$ cat src/rtl/cdb_arbiter.sv
// Common data bus producer: per-source writeback FIFOs feeding up to NUM_CDB
// round-robin-granted broadcast lanes per cycle. The CDB has no backpressure.
module cdb_arbiter #(
  parameter int NUM_SRC    = 6,
  parameter int NUM_CDB    = 4,
  parameter int TAG_W      = 6,
  parameter int DATA_W     = 32,
  parameter int FIFO_DEPTH = 2,
  localparam int SRC_W     = (NUM_SRC > 1) ? $clog2(NUM_SRC) : 1
) (
  input  logic                 clk,
  input  logic                 rst_n,
  input  logic                 flush_i,
  input  logic [NUM_SRC-1:0]   wb_valid,
  output logic [NUM_SRC-1:0]   wb_ready,
  input  logic [TAG_W-1:0]     wb_tag [0:NUM_SRC-1],
  input  logic [DATA_W-1:0]    wb_val [0:NUM_SRC-1],
  output logic [NUM_CDB-1:0]   cdb_valid,
  output logic [TAG_W-1:0]     cdb_tag [0:NUM_CDB-1],
  output logic [DATA_W-1:0]    cdb_val [0:NUM_CDB-1],
  output logic [SRC_W-1:0]     rr_ptr_o
);

  localparam int PTR_W = $clog2(FIFO_DEPTH);
  localparam int CNT_W = $clog2(FIFO_DEPTH + 1);

  // Handshake: a source pushes on an edge where wb_valid & wb_ready are both high;
  // wb_ready depends only on registered occupancy and flush, never on this cycle's grant.
  logic [TAG_W-1:0]  tag_q [NUM_SRC][FIFO_DEPTH];
  logic [DATA_W-1:0] val_q [NUM_SRC][FIFO_DEPTH];
  logic [PTR_W-1:0]  wr_q  [NUM_SRC];
  logic [PTR_W-1:0]  rd_q  [NUM_SRC];
  logic [CNT_W-1:0]  cnt_q [NUM_SRC];
  logic [SRC_W-1:0]  rr_q, rr_d;
  logic [NUM_SRC-1:0] push_w, grant_w;
  logic              any_grant;

  always_comb begin
    for (int i = 0; i < NUM_SRC; i++) begin
      wb_ready[i] = (cnt_q[i] < CNT_W'(FIFO_DEPTH)) && !flush_i;
      push_w[i]   = wb_valid[i] && wb_ready[i];
    end
  end

  // Scan from rr_q with wrap; the k-th non-empty source found drives lane k.
  always_comb begin
    int idx, n, last;
    grant_w   = '0;
    cdb_valid = '0;
    any_grant = 1'b0;
    n         = 0;
    last      = 0;
    idx       = 0;
    for (int k = 0; k < NUM_CDB; k++) begin
      cdb_tag[k] = '0;
      cdb_val[k] = '0;
    end
    for (int j = 0; j < NUM_SRC; j++) begin
      idx = int'(rr_q) + j;
      if (idx >= NUM_SRC) idx = idx - NUM_SRC;
      if (!flush_i && (cnt_q[idx] != '0) && (n < NUM_CDB)) begin
        grant_w[idx] = 1'b1;
        cdb_valid[n] = 1'b1;
        cdb_tag[n]   = tag_q[idx][rd_q[idx]];
        cdb_val[n]   = val_q[idx][rd_q[idx]];
        any_grant    = 1'b1;
        last         = idx;
        n            = n + 1;
      end
    end
    rr_d = any_grant ? SRC_W'((last + 1) % NUM_SRC) : rr_q;
  end

  always_ff @(posedge clk or negedge rst_n) begin
    if (!rst_n) begin
      rr_q <= '0;
      for (int i = 0; i < NUM_SRC; i++) begin
        wr_q[i]  <= '0;
        rd_q[i]  <= '0;
        cnt_q[i] <= '0;
      end
    end else if (flush_i) begin
      rr_q <= '0;
      for (int i = 0; i < NUM_SRC; i++) begin
        wr_q[i]  <= '0;
        rd_q[i]  <= '0;
        cnt_q[i] <= '0;
      end
    end else begin
      rr_q <= rr_d;
      for (int i = 0; i < NUM_SRC; i++) begin
        if (push_w[i])  wr_q[i] <= wr_q[i] + PTR_W'(1);
        if (grant_w[i]) rd_q[i] <= rd_q[i] + PTR_W'(1);
        cnt_q[i] <= cnt_q[i] + CNT_W'(push_w[i]) - CNT_W'(grant_w[i]);
      end
    end
  end

  // Entry storage needs no reset: occupancy alone decides what is visible.
  always_ff @(posedge clk) begin
    for (int i = 0; i < NUM_SRC; i++) begin
      if (push_w[i]) begin
        tag_q[i][wr_q[i]] <= wb_tag[i];
        val_q[i][wr_q[i]] <= wb_val[i];
      end
    end
  end

  assign rr_ptr_o = rr_q;

endmodule

$ cat config.mk
export PLATFORM = sky130hd
export DESIGN_NAME = cdb_arbiter
export DESIGN_NICKNAME = d
export VERILOG_FILES = /design/src/rtl/cdb_arbiter.sv
export SDC_FILE = /design/constraint.sdc
export NUM_CORES = 2
export LEC_CHECK = 0
export BUFFER_PORTS_ARGS = -buffer_cell sky130_fd_sc_hd__buf_2
export CORE_UTILIZATION = 45
export CTS_BUF_LIST = sky130_fd_sc_hd__clkbuf_4 sky130_fd_sc_hd__clkbuf_8
export DETAILED_ROUTE_END_ITERATION = 6
export HOLD_SLACK_MARGIN = 0.03
export PLACE_DENSITY = 0.71
export RECOVER_POWER = 100
export SLEW_MARGIN = 20
export SYNTH_ARGS = -nofsm -noshare
export SYNTH_HDL_FRONTEND = slang
export SYNTH_SLANG_ARGS = --single-unit
$ cat constraint.sdc
create_clock -name clk -period 15.2 [get_ports clk]
set_input_delay 2.28 -clock clk [delete_from_list [all_inputs] [get_ports clk]]
set_output_delay 2.28 -clock clk [all_outputs]
set_load 0.01 [all_outputs]
==> metrics.cfg <==
[synth]
synth_edf_count=456
syn_avg_cell_area_sq_um=10.2
synth_top_area_share_pct=31.9
synth_async_sr_flop_share_pct=5.59
ys_ff_latch=483
ys_seq_area_share_pct=33.4
ys_warn_count=0
yosys-top-cells-area=edfxtp_1 32%, mux4_2 18%, mux2i_1 9.0%
ys.flop_type=edfxtp_1
synth_cells=4214
ys_types=111
syn_area_sq_um=43000
synth_area_leader_cell=edfxtp_1

[sta]
skew_ns=0.0872
final_max_slew_viol_count=495
setup-violations-final=0
fmax_mhz=69.2
post-route-period-util_pct=95.1
hold_viol=0
fin_tns_setup_ns=0
slew_headroom_pct=-171
worst_pin_slew_ns=4.06
period_minus_slack_ns=14.45

[setup_path]
slowest_stage=dfrtp_4
regToRegEndpoint=rr_ptr_o[1]
crit_fanout=12
path_delay_family=compound AO/OA/AOI/OAI gates
worstReg2RegStart=rr_ptr_o[0]
rrSetupSlack_ns=0.75
arrival_ns=15.09
worstPathRequired_ns=15.84
cp_common_cell=ha_1
path_class=flip-flop to flip-flop
cp-end-kind=flip-flop
start_kind=flip-flop
crit_path_max_incr_delay_ns=0.58
rr_worst_depth=59
path_buf_inv=5

[drt]
ant_nets=0
via_per_inst=7.31
drcViolationCount=0
drtIter0Drc=8218
via_count=42300
dr_wl_met3_mm=36.0
routed_wl_mm=193
met2WireLength_mm=75.2
wl_per_cell_microns=33.3
m1WireLength_mm=71.8
dr.pass1.iters=7
top_layer_used=met5

[global_routing]
grt_max_degree=136
overflow=0
grt_pass1_wl_mm=271
grt.total_usage_pct=38.2
grt_antenna_before_repair=35
grt_pass1_vias=37600

[hold_path]
hold_start=rd_q[0]
min_to=rd_q[0]
hold_depth=2
hold_path.class=flip-flop to flip-flop

[clocking]
ctsHoldBuffers=0
cts.clk_slew.worst_paths_ns=0.07
insertion_delay_ns=0.78
cts_tree=yes
numCtsBuffers=85
htreeDepth=3
clkSinkCount=483
cts_max_path_buffers=3
cts_root_buf=clkbuf_8

[finish]
nNetsFinal=4746
final_cell_area_sq_um=48100
layout-drive-gt1-share_pct=21.9
num-fill-cells=8569
fin_cells=5793
final_cell_mix=469 x nand2_1, 456 x edfxtp_1, 387 x mux2i_1
mostFrequentLayoutCell=nand2_1
areaGrowthSynthToFinish_pct=11.9

[floorplanning]
die_height_microns=311
ios=402
initial_core_util_pct=45.8
core_area_sq_um=93900
fp.dieArea_sq_um=96700
fp-row-count=112
die_width_microns=311

[outcome]
failed_checks=capacitance limit, slew limit
status=complete, but fails checks

[place]
dp_cells=5605
place_congestion=1.04
port_buffers=401
placed_cell_area_sq_um=46400
post-dp-hpwl_mm=134

[job]
drv_cap=15

metrics by stage:
| step | setup WS [ns] | hold slack (ns) | utilization (%) |
|---|---|---|---|
| 6_report | 0.751 | 0.572 | 51.2 |
| 5_1_grt | -0.0711 | 0.598 | 51.2 |
| 4_1_cts | 0.0322 | 0.572 | 51.2 |
| 3_5_place_dp | -0.0574 | 0.553 | 49.4 |
| 3_3_place_gp | 0.153 | 0.552 | 49.4 |
| 2_1_floorplan | 0.0171 | 0.521 | - |
worst min-delay path: cells and delay by family, from the launching register on:
| kind | cells | cell delay, ns |
|---|---|---|
| xor gates and xnor gates | 1 | 0.08 |
| DFF | 1 | 0.38 |
| and+or+nand+nor | 1 | 0.07 |
state kept, by name, indices dropped and copies added (netlist names):
name,count
rd_q,6
val_q,384
tag_q,72
wr_q,6
cnt_q,12
rr_ptr_o,3
repair_timing:
action / CTS / global route
resized for setup: 0 / 24
setup endpoints to repair: 0 / 2
buffers inserted: 0 / 13
synth_stat cells, drive strengths merged (24+ instances only):
| cell | n |
|---|---|
| xor2 | 24 |
| o22ai | 105 |
| clkbuf | 298 |
| o21ai | 286 |
| and3 | 27 |
| edfxtp | 456 |
| mux2 | 50 |
| nand2 | 478 |
| a31oi | 47 |
| a221oi | 45 |
| nor2 | 330 |
| a21oi | 271 |
| nor3 | 50 |
| o211ai | 145 |
| nand3 | 99 |
| nor2b | 31 |
| a211oi | 95 |
| xnor2 | 57 |
| mux2i | 388 |
| inv | 55 |
| dfrtp | 27 |
| buf | 93 |
| mux4 | 344 |
| o221ai | 105 |
| ha | 56 |
metal layers:
metal,vias up,GRT usage [%]
li1,17300,-
met1,20400,52.1
met2,4004,50.7
met3,653,19.0
met4,19,16.2
met5,-,0
worst max-delay path by stage:
| stage | cells after the start | to | start |
|---|---|---|---|
| after floorplan | 69 | rr_ptr_o[2] | rr_ptr_o[0] |
| after global placement | 53 | rr_ptr_o[1] | flush_i |
| after detailed placement | 54 | rr_ptr_o[2] | flush_i |
| after CTS | 59 | rr_ptr_o[1] | rr_ptr_o[0] |
| after global routing | 62 | rr_ptr_o[1] | rr_ptr_o[0] |
| final | 59 | rr_ptr_o[1] | rr_ptr_o[0] |
logic make-up (layout without fill, tap and decap cells):
group	count (synthesis)	count (layout)	share of synthesized area, %
AOI/OAI and AO/OA	1253	1253	19.4
xor gates and xnor gates	81	81	1.79
adders and majority gates	57	57	1.68
buffers and inverters	446	744	4.01
DFF	483	483	33.4
muxes	782	782	28.4
other	1	28	0.00873
and+or+nand+nor	1111	1111	11.3
cell type report:
| type | instances | area [sq um] | area share [%] |
|---|---|---|---|
| clock inverter | 48 | 374 | 0.778 |
| timing repair buffer | 537 | 2810 | 5.85 |
| antenna | 22 | 55.1 | 0.114 |
| tap | 1254 | 1570 | 3.26 |
| multi-input combinational | 3290 | 27400 | 56.9 |
| clock buffer | 104 | 1320 | 2.74 |
| inverter | 55 | 209 | 0.434 |
| sequential | 483 | 14400 | 29.9 |
Power is not shown: default switching activity piles up to over one toggle a cycle in this logic, so the estimate is an artifact.
